===== config.mk =====
export PLATFORM = sky130hd
export DESIGN_NAME = calc_sequencer
export DESIGN_NICKNAME = d
export VERILOG_FILES = /design/src/rtl/calc_sequencer.sv
export SDC_FILE = /design/constraint.sdc
export NUM_CORES = 1
export LEC_CHECK = 0
export BUFFER_PORTS_ARGS = -buffer_cell sky130_fd_sc_hd__buf_2
export CAP_MARGIN = 5
export CORE_AREA = 2 2 133 135
export CTS_CLUSTER_SIZE = 24
export DETAILED_ROUTE_END_ITERATION = 16
export DIE_AREA = 0 0 135 137
export PLACE_DENSITY = 0.71
export SLEW_MARGIN = 20
export SYNTH_ARGS = -nofsm -noshare
export SYNTH_HDL_FRONTEND = slang
export SYNTH_SLANG_ARGS = --single-unit

===== constraint.sdc =====
create_clock -name CLK -period 5.76 [get_ports CLK]
set_clock_uncertainty 0.05 [all_clocks]
set_input_delay 1.152 -clock CLK [delete_from_list [all_inputs] [get_ports CLK]]
set_output_delay 1.152 -clock CLK [all_outputs]
set_load 0.02 [all_outputs]

===== src/rtl/calc_sequencer.sv =====
// Operation sequencer for a 40-bit ALU and square-root unit: latches operands,
// pulses the selected unit's start, waits for its done and registers the result.
// Optional WAIT watchdog enabled by defining CALC_SEQ_TIMEOUT_EN (limit = TIMEOUT).
module calc_sequencer #(
  parameter int TIMEOUT = 1023
) (
  input  logic        CLK,
  input  logic        RST,
  input  logic        CLR,
  input  logic        REQ,
  input  logic [2:0]  OP,
  input  logic [39:0] A,
  input  logic [39:0] B,
  output logic [39:0] OPA,
  output logic [39:0] OPB,
  output logic        ALU_START,
  output logic [1:0]  ALU_OP,
  input  logic        ALU_DONE,
  input  logic        ALU_COUT,
  input  logic [39:0] ALU_S,
  input  logic [39:0] ALU_Q,
  output logic        RZ_START,
  input  logic        RZ_DONE,
  input  logic        RZ_COUT,
  input  logic [39:0] RZ_OUT,
  output logic [39:0] RESULT,
  output logic        OVF,
  output logic        ERR,
  output logic        BUSY,
  output logic        VALID
);

  typedef enum logic [2:0] {
    S_IDLE, S_LOAD, S_START, S_WAIT, S_DONE, S_FAIL
  } state_t;

  localparam logic [2:0] OP_DIV  = 3'b011;
  localparam logic [2:0] OP_SQRT = 3'b100;

  state_t      state;
  logic [2:0]  op_q;
  logic        unit_done;
  logic        unit_cout;
  logic [39:0] unit_result;

`ifdef CALC_SEQ_TIMEOUT_EN
  localparam logic [9:0] WD_LAST = 10'(TIMEOUT - 1);
  logic [9:0] wd_cnt;
`else
  logic unused_timeout;
  assign unused_timeout = ^TIMEOUT;
`endif

  assign ALU_OP = op_q[1:0];

  // Only the unit that was started is observed; the other unit's handshake is ignored.
  // NOTE: every always_comb output gets a default first so no latch is inferred.
  always_comb begin
    unit_done   = ALU_DONE;
    unit_cout   = ALU_COUT;
    unit_result = ALU_S;
    if (op_q == OP_SQRT) begin
      unit_done   = RZ_DONE;
      unit_cout   = RZ_COUT;
      unit_result = RZ_OUT;
    end else if (op_q[1]) begin
      unit_result = ALU_Q;
    end
  end

  // NOTE: sequential state uses non-blocking assignments only; reset is synchronous.
  always_ff @(posedge CLK) begin
    if (RST || CLR) begin
      // A user clear returns everything to the same values as reset.
      state     <= S_IDLE;
      op_q      <= '0;
      OPA       <= '0;
      OPB       <= '0;
      ALU_START <= 1'b0;
      RZ_START  <= 1'b0;
      RESULT    <= '0;
      OVF       <= 1'b0;
      ERR       <= 1'b0;
      BUSY      <= 1'b0;
      VALID     <= 1'b0;
`ifdef CALC_SEQ_TIMEOUT_EN
      wd_cnt    <= '0;
`endif
    end else begin
      ALU_START <= 1'b0;
      RZ_START  <= 1'b0;
      case (state)
        S_IDLE, S_DONE, S_FAIL: begin
          if (REQ) begin
            state <= S_LOAD;
            OPA   <= A;
            OPB   <= B;
            op_q  <= OP;
            VALID <= 1'b0;
            ERR   <= 1'b0;
            OVF   <= 1'b0;
            BUSY  <= 1'b1;
          end
        end
        S_LOAD: begin
          // Illegal opcodes and divide-by-zero fail without starting any unit.
          if (op_q > OP_SQRT || (op_q == OP_DIV && OPB == '0)) begin
            state  <= S_FAIL;
            ERR    <= 1'b1;
            RESULT <= '0;
            BUSY   <= 1'b0;
          end else begin
            state     <= S_START;
            ALU_START <= (op_q != OP_SQRT);
            RZ_START  <= (op_q == OP_SQRT);
          end
        end
        S_START: begin
          state  <= S_WAIT;
`ifdef CALC_SEQ_TIMEOUT_EN
          wd_cnt <= '0;
`endif
        end
        S_WAIT: begin
          if (unit_done) begin
            state  <= S_DONE;
            RESULT <= unit_result;
            OVF    <= unit_cout;
            VALID  <= 1'b1;
            BUSY   <= 1'b0;
          end
`ifdef CALC_SEQ_TIMEOUT_EN
          // A done arriving in the expiry cycle takes priority over the timeout.
          else if (wd_cnt == WD_LAST) begin
            state  <= S_FAIL;
            ERR    <= 1'b1;
            RESULT <= '0;
            BUSY   <= 1'b0;
          end else begin
            wd_cnt <= wd_cnt + 10'd1;
          end
`endif
        end
        default: state <= S_IDLE;
      endcase
    end
  end

endmodule


# After elaboration in Yosys (flattened, before gate mapping)
# Cells that the tools add are included.
[word_totals]
regBits = 132
input_bits = 211
elab_cells = 63
[classes]
n_lt_le_gt_ge = 1
n_eq_ne = 11
muxes = 22
n_bitwise = 1
reduce_logical = 17
[op_table]
columns = ["cell", "count"]
rows = [
  ["two-way mux 40 bit", 4],
  ["one-hot mux 40 bit (2 select lines)", 1],
  ["zero test 40 bit", 1],
  ["one-hot mux 3 bit (4 select lines)", 1],
  ["== test 3 x 2 -> 1 bit, second input constant", 3],
  ["== test 3 bit, second input constant", 3],
  ["two-way mux 1 bit", 9],
  ["two-way mux 3 bit", 3],
  ["AND reduction 3 bit", 3],
  ["inequality test 2 bit, second input constant", 3],
  ["one-hot mux 1 bit (2 select lines)", 3],
  ["nonzero test 2 bit", 3],
  ["OR reduction 3 bit", 2],
  ["AND reduction 2 bit", 2],
  ["AND reduction 4 bit", 1],
  ["== test 3 x 1 -> 1 bit, second input constant", 1],
  ["greater-than comparator 3 bit, second input constant", 1],
  ["zero test 3 bit", 1],
  ["inequality test 3 bit, second input constant", 1],
  ["one-hot mux 1 bit (3 select lines)", 1],
  ["nonzero test 3 bit", 1],
  ["logical OR 1 bit", 2],
  ["logical AND 1 bit", 1],
  ["NOT 1 bit", 1],
]

# Depth between registers and ports, before layout
# Gate-level depths: netlist (run 1).
[depth]
ltp_word = 5
ltp_mapped = 7
ltp_nobuf = 5

# Least setup slack after synthesis (run 1)
# Ideal clock, no wire load.
[synth_timing]
path_type = "in2reg"
startpoint = "input CLR"
endpoint = "register ALU_START"
t_arrival_ns = 2.202
slack_ns = 3.442
path_stages = 4
n_path_buf = 1
cell_sequence = "or2_2 > clkbuf_1 > or4_1 > nor2b_1"
[synth_between]
elab_chain_len = 2
[synth_rtl]
columns = ["element", "line", "text"]
rows = [
  ["start, declared", "9", "input logic CLR,"],
  ["logical OR 1 bit", "73", "if (RST || CLR) begin"],
  ["OR reduction 3 bit (no source line)", "-", ""],
  ["end signal, assigned", "114", "ALU_START <= (op_q != OP_SQRT);"],
  ["end, declared", "16", "output logic ALU_START,"],
]
# No other way between the ends.
# A chain may end at the register's enable or synchronous reset.

# Final worst setup path (run 1)
[layout_timing]
startpoint = "register op_q[1]"
endpoint = "output ALU_OP[1]"
[layout_lines]
columns = ["element", "line", "text"]
rows = [
  ["start, declared", "41", "logic [2:0] op_q;"],
  ["start signal, assigned", "76", "op_q <= '0;"],
  ["start signal, assigned", "98", "op_q <= OP;"],
  ["end, declared", "17", "output logic [1:0] ALU_OP,"],
]
# No word-level cell between the ends.

==> run_results.csv, run 1 <==
group,metric,value,unit
routing,vias,5969,
yosys,synth.top_cells.by_count,"sky130_fd_sc_hd__nand2_1 (209), sky130_fd_sc_hd__dfxtp_1 (132), sky130_fd_sc_hd__a21oi_1 (126)",
sta,slew_headroom,34.36,%
global_routing,vias_in_the_first_global_route,5357,
cts,root_buffer,"sky130_fd_sc_hd__clkbuf_16",
yosys,synthesis.nets,905,
routing,post_drt_wl_per_cell,15.10,µm
worst_hold_path,hold_path.class,"flop to flop",
setup_path,critical_path.max_fanout,44,
global_routing,grt_antenna_before_repair,0,
yosys,synth_top_cells_by_area,"sky130_fd_sc_hd__dfxtp_1 (48%), sky130_fd_sc_hd__nand2_1 (14%), sky130_fd_sc_hd__a21oi_1 (11%)",
routing,detail_route.drc_violations,0,
worst_hold_path,worstHoldPathCells,2,
place,place_inst,1201,
sta,grt_setup_unrepaired,"false",
setup_path,worstRegToRegCells,6,
yosys,synth-edff-count,0,
floorplan,die-width,135,µm
floorplan,floorplan.core_area,17060,µm²
cts,cts_repair_resize_count,0,
setup_path,crit_path_top_delay_cell,"sky130_fd_sc_hd__buf_4",
setup_path,worst-r2r-setup-slack,3250,ps
final_layout,nNetsFinal,1206,
setup_path,critical_path.max_stage_delay,560,ps
power_and_ir_drop,power.total,2282,µW
yosys,synth.yosys.seq_area_share,47.73,%
sta,finalWorstSetupSlack,2956,ps
yosys,synth.cell_area,5537,µm²
power_and_ir_drop,leakage,0.003595,µW
yosys,synth.ff_latch_count,132,
sta,timing_hold_violations_final,0,
yosys,avgSynthCellArea,7.978,µm²
global_routing,overflow,0,
floorplan,die_height,137,µm
power_and_ir_drop,power_density,288.9,nW/µm²
cts,post_cts_hold_buffer_count,0,
cts,clkLatencyLatePin,410,ps
yosys,synthesis.yosys.warnings,0,
cts,tritoncts.num_buffers,17,
sta,timing.final.max_slew_violations,0,
global_routing,grt_pass1_wl,27940,µm
cts,clockBufferDepth,2,
cts,clock_tree.htree_level_count,4,
sta,fmax,356.7,MHz
setup_path,critPathCaptureType,"primary output",
routing,drt_iter0_drc,299,
yosys,synth_top_area_share,47.73,%
cts,cts_tree,"yes",
sta,worstMarginPinSlew,984.5,ps
setup_path,cell_chain_critical_path,"buf_4, buf_2",
yosys,synth_most_common_cell,"sky130_fd_sc_hd__nand2_1",
sta,totalNegativeSetupSlack,0,ps
cts,numClockSinks,132,
run,maxCapViolCount,0,
setup_path,worst-endpoint-arrival,1600,ps
sta,finalCritPeriodShare,48.67,%
final_layout,syn_to_final_growth,42.67,%
place,gpl.final_weighted_congestion,0.7750,
place,buffer_ports.inserted,338,
yosys,synth.lib_cells_used.distinct,32,
place,dp_slack,2659,ps
final_layout,ant_diodes,0,
floorplan,io_pins,339,
final_layout,finish.cell_count_without_fillers,1232,
yosys,postSynth.topFlopCell,"sky130_fd_sc_hd__dfxtp_1",
floorplan,die_ar,18500,µm²
routing,detail_route.first_pass.iterations,4,
status,run_status,"complete, no violations",
yosys,count_of_mapped_cells_out_of_synthesis,694,
setup_path,cp-start-kind,"flop",
setup_path,timing_worst_setup_path_type,"flop to primary output",
cts,post_cts.repair.setup_buffers,0,
sta,period_needed,2804,ps
cts,clk_pin_slew_worst_paths,60,ps
routing,drt-total-wl,18600,µm
sta,setup_violations,0,
yosys,async_flop_share,0,%
final_layout,finalCoreUtilization,46.31,%
yosys,yosys.area.top_type,"sky130_fd_sc_hd__dfxtp_1",
power_and_ir_drop,ir_worst_vdd,211.5,µV
place,hpwlAfterDp,13400,µm
global_routing,grt_use_total,19.41,%
floorplan,initial_util,32.46,%
routing,drt.antenna.violating_nets,0,
global_routing,grt_max_degree,86,
routing,average_via_count_per_standard_cell,4.845,
final_layout,post_route_cells_drive_above_1_share,37.93,%
setup_path,timing.critical_path.required,4560,ps
floorplan,row_count,48,
[per-layer routing]
metal / wire, µm / GRT usage (%) / up-vias
li1: - / - / 2993
met1: 7550 / 22.68 / 2714
met2: 9446 / 34.46 / 247
met3: 1419 / 5.963 / 15
met4: 182 / 5.324 / 0
met5: 0 / 0 / -
[cells by family (layout without fill, tap and decap cells)]
family                 Yosys count  after routing  share of synthesized area [%]
muxes                           42             42                          7.683
DFF                            132            132                          47.73
AOI/OAI and AO/OA              214            214                          21.63
buffers and inverters           62            375                          4.904
and+or+nand+nor                244            244                          18.06
[placed cells by master, fill, tap and decap left out, types with 5 or more instances in the layout]
| master | instances |
|---|---|
| sky130_fd_sc_hd__buf_4 | 5 |
| sky130_fd_sc_hd__o21ai_0 | 13 |
| sky130_fd_sc_hd__o211ai_1 | 40 |
| sky130_fd_sc_hd__mux2i_1 | 40 |
| sky130_fd_sc_hd__buf_2 | 338 |
| sky130_fd_sc_hd__o21ai_1 | 29 |
| sky130_fd_sc_hd__nor4_1 | 11 |
| sky130_fd_sc_hd__nand2_1 | 209 |
| sky130_fd_sc_hd__clkbuf_16 | 17 |
| sky130_fd_sc_hd__a21oi_1 | 126 |
| sky130_fd_sc_hd__dfxtp_1 | 131 |
[cell type report]
class | count | area (µm²)
Fill cell | 1707 | 9158
Inverter | 1 | 3.754
Clock buffer | 24 | 491.7
Tap cell | 225 | 281.5
Clock inverter | 7 | 96.34
Sequential cell | 132 | 2644
Multi-Input combinational cell | 500 | 2653
Timing Repair Buffer | 343 | 1729
[worst paths after layout]
check	startpoint	endpoint
max	op_q[1]	ALU_OP[1]
min reg2reg	OPA[28]	OPA[28]
max reg2reg	op_q[1]	RESULT[29]
min	OPA[28]	OPA[28]
[sequential cells by signal, summed over array words and instances, names as in the netlist]
signal	flops
RESULT	40
OPA	40
state	3
OPB	40
BUSY	1
op_q	3
VALID	1
ALU_START	1
RZ_START	1
OVF	1
ERR	1
[critical path, delay by kind of cell (launching register included)]
kind	cells	cell delay [ps]
flip-flops	1	330
buffers and inverters	2	850
[per-stage QoR]
step / hold slack (ps) / area, µm²
3_3_place_gp: 388.5 / 7311
6_report: 399.0 / 7899
3_5_place_dp: 394.1 / 7311
5_1_grt: 419.6 / 7899
4_1_cts: 402.2 / 7899
2_1_floorplan: 404.2 / 5537
[power by group]
part | leakage [µW] | switching [µW] | internal, µW | total [µW]
Clock | 0.000279 | 391 | 682 | 1070
Combinational | 0.00225 | 156 | 104 | 261
Sequential | 0.00107 | 13.6 | 934 | 948
No activity file was read; power rests on OpenSTA's default activity.
==> run 2, diff against run 1 <==
CORE_AREA = 2 2 131 133   (was 2 2 133 135)
DIE_AREA = 0 0 133 135   (was 0 0 135 137)
PLACE_DENSITY = 0.73   (was 0.71)
clock period = 2.7 ns   (was 5.76 ns; I/O delays follow)
==> run 2 against run 1 <==
Compared with the run above: non-clock buffer count rose by 4; final cell count barely moved; highest routed layer unchanged; critical path type is now flop to flop; hold slack got worse by 84 ps.
==> run_results.csv, run 2 (synthesized netlist as in run 1, its figures left out) <==
group,metric,value,unit
power_and_ir_drop,power_density,609.5,nW/µm²
setup_path,crit_path_top_delay_cell,"sky130_fd_sc_hd__o311a_2",
global_routing,gr-max-usage-layer,"met2",
setup_path,worst-r2r-setup-slack,430,ps
routing,drt.antenna.violating_nets,0,
final_layout,regArea,2644,µm²
setup_path,worst_r2r_endpoint,"RESULT[24]",
setup_path,path_delay_family,"compound AO/OA/AOI/OAI gates",
power_and_ir_drop,power_frac_clock,46.5,%
sta,totalNegativeSetupSlack,0,ps
floorplan,die_ar,17960,µm²
global_routing,grt_pass1_wl,28570,µm
cts,clk_pin_slew_worst_paths,60,ps
worst_hold_path,holdCritStartpoint,"OP[1]",
place,place_inst,1200,
setup_path,cp-start-kind,"flop",
final_layout,finalCoreUtilization,48.37,%
cts,root_buffer,"sky130_fd_sc_hd__clkbuf_16",
global_routing,gr-usage-met1,23.35,%
cts,cts_repair_resize_count,0,
setup_path,critical_path.max_fanout,42,
final_layout,final_area,7936,µm²
global_routing,overflow,0,
routing,drt_iter0_drc,284,
final_layout,multi_input_area,2653,µm²
cts,clock_tree.htree_level_count,4,
floorplan,die-width,133,µm
setup_path,timing.critical_path.required,2910,ps
status,run_status,"complete, no violations",
worst_hold_path,hold_end,"op_q[1]",
setup_path,worst-path-buf-inv,0,
cts,clkLatencyLatePin,410,ps
worst_hold_path,worstHoldPathCells,3,
global_routing,grt_use_total,20.13,%
final_layout,fillers,1617,
place,hpwlAfterDp,13260,µm
final_layout,largest_registers,"OPA: 40 flops, OPB: 40 flops, RESULT: 40 flops",
routing,detail_route.drc_violations,0,
power_and_ir_drop,intPower,3642,µW
sta,grt_setup_unrepaired,"false",
sta,slew_headroom,43.79,%
cts,clockBufferDepth,2,
sta,timing.final.max_slew_violations,0,
power_and_ir_drop,switchingPower,1196,µW
global_routing,vias_in_the_first_global_route,5676,
sta,fmax,440.5,MHz
cts,post_cts_hold_buffer_count,0,
setup_path,critPathCaptureType,"flop",
place,buffer_ports.inserted,338,
worst_hold_path,hold_path.class,"primary input to flop",
routing,average_via_count_per_standard_cell,4.846,
power_and_ir_drop,power.switching_fraction,24.72,%
setup_path,worst-endpoint-arrival,2480,ps
floorplan,io_pins,339,
sta,period_needed,2270,ps
global_routing,grt.met2_usage,35.43,%
cts,numClockSinks,132,
place,gpl.final_weighted_congestion,0.8150,
power_and_ir_drop,pwr-share-comb,11.7,%
final_layout,post_route_cells_drive_above_1_share,38.32,%
sta,fin_worst_hold_slack,315.2,ps
global_routing,grt_max_degree,132,
sta,setup_violations,0,
setup_path,worstRegToRegCells,5,
routing,vias,5966,
floorplan,die_height,135,µm
power_and_ir_drop,power_frac_seq,41.8,%
final_layout,most-common-layout-cells,"sky130_fd_sc_hd__buf_2 (338), sky130_fd_sc_hd__nand2_1 (209), sky130_fd_sc_hd__dfxtp_1 (131)",
global_routing,groute.layer.met3.usage,5.893,%
setup_path,timing.rr.start,"OPB[21]",
global_routing,grt_antenna_before_repair,1,
floorplan,row_count,47,
sta,worstMarginPinSlew,843.2,ps
floorplan,floorplan.core_area,16410,µm²
power_and_ir_drop,leakage,0.003628,µW
setup_path,critical_path.max_stage_delay,710,ps
cts,post_cts.repair.setup_buffers,0,
sta,finalCritPeriodShare,84.07,%
floorplan,initial_util,33.75,%
routing,detail_route.first_pass.iterations,5,
final_layout,nNetsFinal,1210,
power_and_ir_drop,ir_worst_vdd,429.5,µV
place,post_dp_cell_area,7360,µm²
final_layout,final_common_cell,"sky130_fd_sc_hd__buf_2",
sta,timing_hold_violations_final,0,
cts,cts_tree,"yes",
setup_path,timing_worst_setup_path_type,"flop to flop",
final_layout,syn_to_final_growth,43.34,%
routing,drt-total-wl,18480,µm
setup_path,cell_chain_critical_path,"nor4_1, nand4_1, o311a_2, o21ai_0, a21oi_1",
final_layout,finish.cell_count_without_fillers,1231,
routing,post_drt_wl_per_cell,15.01,µm
run,maxCapViolCount,0,
cts,tritoncts.num_buffers,17,
run 2: cell types whose count changed in the layout (fill, tap and decap cells not counted):
cell / delta
sky130_fd_sc_hd__buf_12: +2
sky130_fd_sc_hd__buf_4: +2
sky130_fd_sc_hd__clkbuf_1: -2
sky130_fd_sc_hd__clkbuf_8: -1
sky130_fd_sc_hd__clkinv_2: +3
sky130_fd_sc_hd__clkinvlp_4: -1
sky130_fd_sc_hd__diode_2: +1
run 2: final cells by class:
cell class | instances | area share (%)
diodes | 1 | 0.03153
clock buffers | 21 | 5.928
clock inverters | 9 | 1.309
inverters | 1 | 0.04730
multi-input cells | 500 | 33.42
flip-flops and latches | 132 | 33.31
well taps | 220 | 3.468
repair buffers | 347 | 22.48
run 2: layer usage:
metal | share of wire [%] | up-vias | routed length, µm
met5 | 0 | - | 0
met4 | 1.8 | 0 | 341
met3 | 7.4 | 23 | 1364
met2 | 50 | 253 | 9307
met1 | 40 | 2684 | 7467
li1 | - | 3006 | -
run 2: worst min-delay path, cell delays in order:
cell	delay [ps]
sky130_fd_sc_hd__buf_2	100
sky130_fd_sc_hd__nand2_1	40
sky130_fd_sc_hd__a21oi_1	50
run 2: per-stage QoR:
stage	setup WS [ps]	power [µW]
after floorplan	793.2	2366
after global placement	483.7	2629
after detailed placement	447.4	2633
after CTS	440.7	4893
after global routing	248.0	5055
final	430.0	4837
run 2: power groups by stage:
stage          registers [µW]  logic (µW)  clock network, µW
2_1_floorplan            2110         255                  0
3_3_place_gp             2060         567                  0
4_1_cts                  2020         571               2300
5_1_grt                  2030         626               2400
6_report                 2020         566               2250
3_5_place_dp             2060         569                  0
run 2: how the worst max path moves through the flow:
stage | from | to | slack (ps) | cells past startpoint
detailed placement | OPB[21] | RESULT[21] | 450 | 5
floorplan | op_q[1] | RESULT[31] | 790 | 7
finish | OPB[21] | RESULT[24] | 430 | 5
CTS | op_q[1] | ALU_OP[1] | 440 | 2
global route | OPB[21] | RESULT[27] | 250 | 5
global placement | OPB[21] | RESULT[30] | 480 | 5
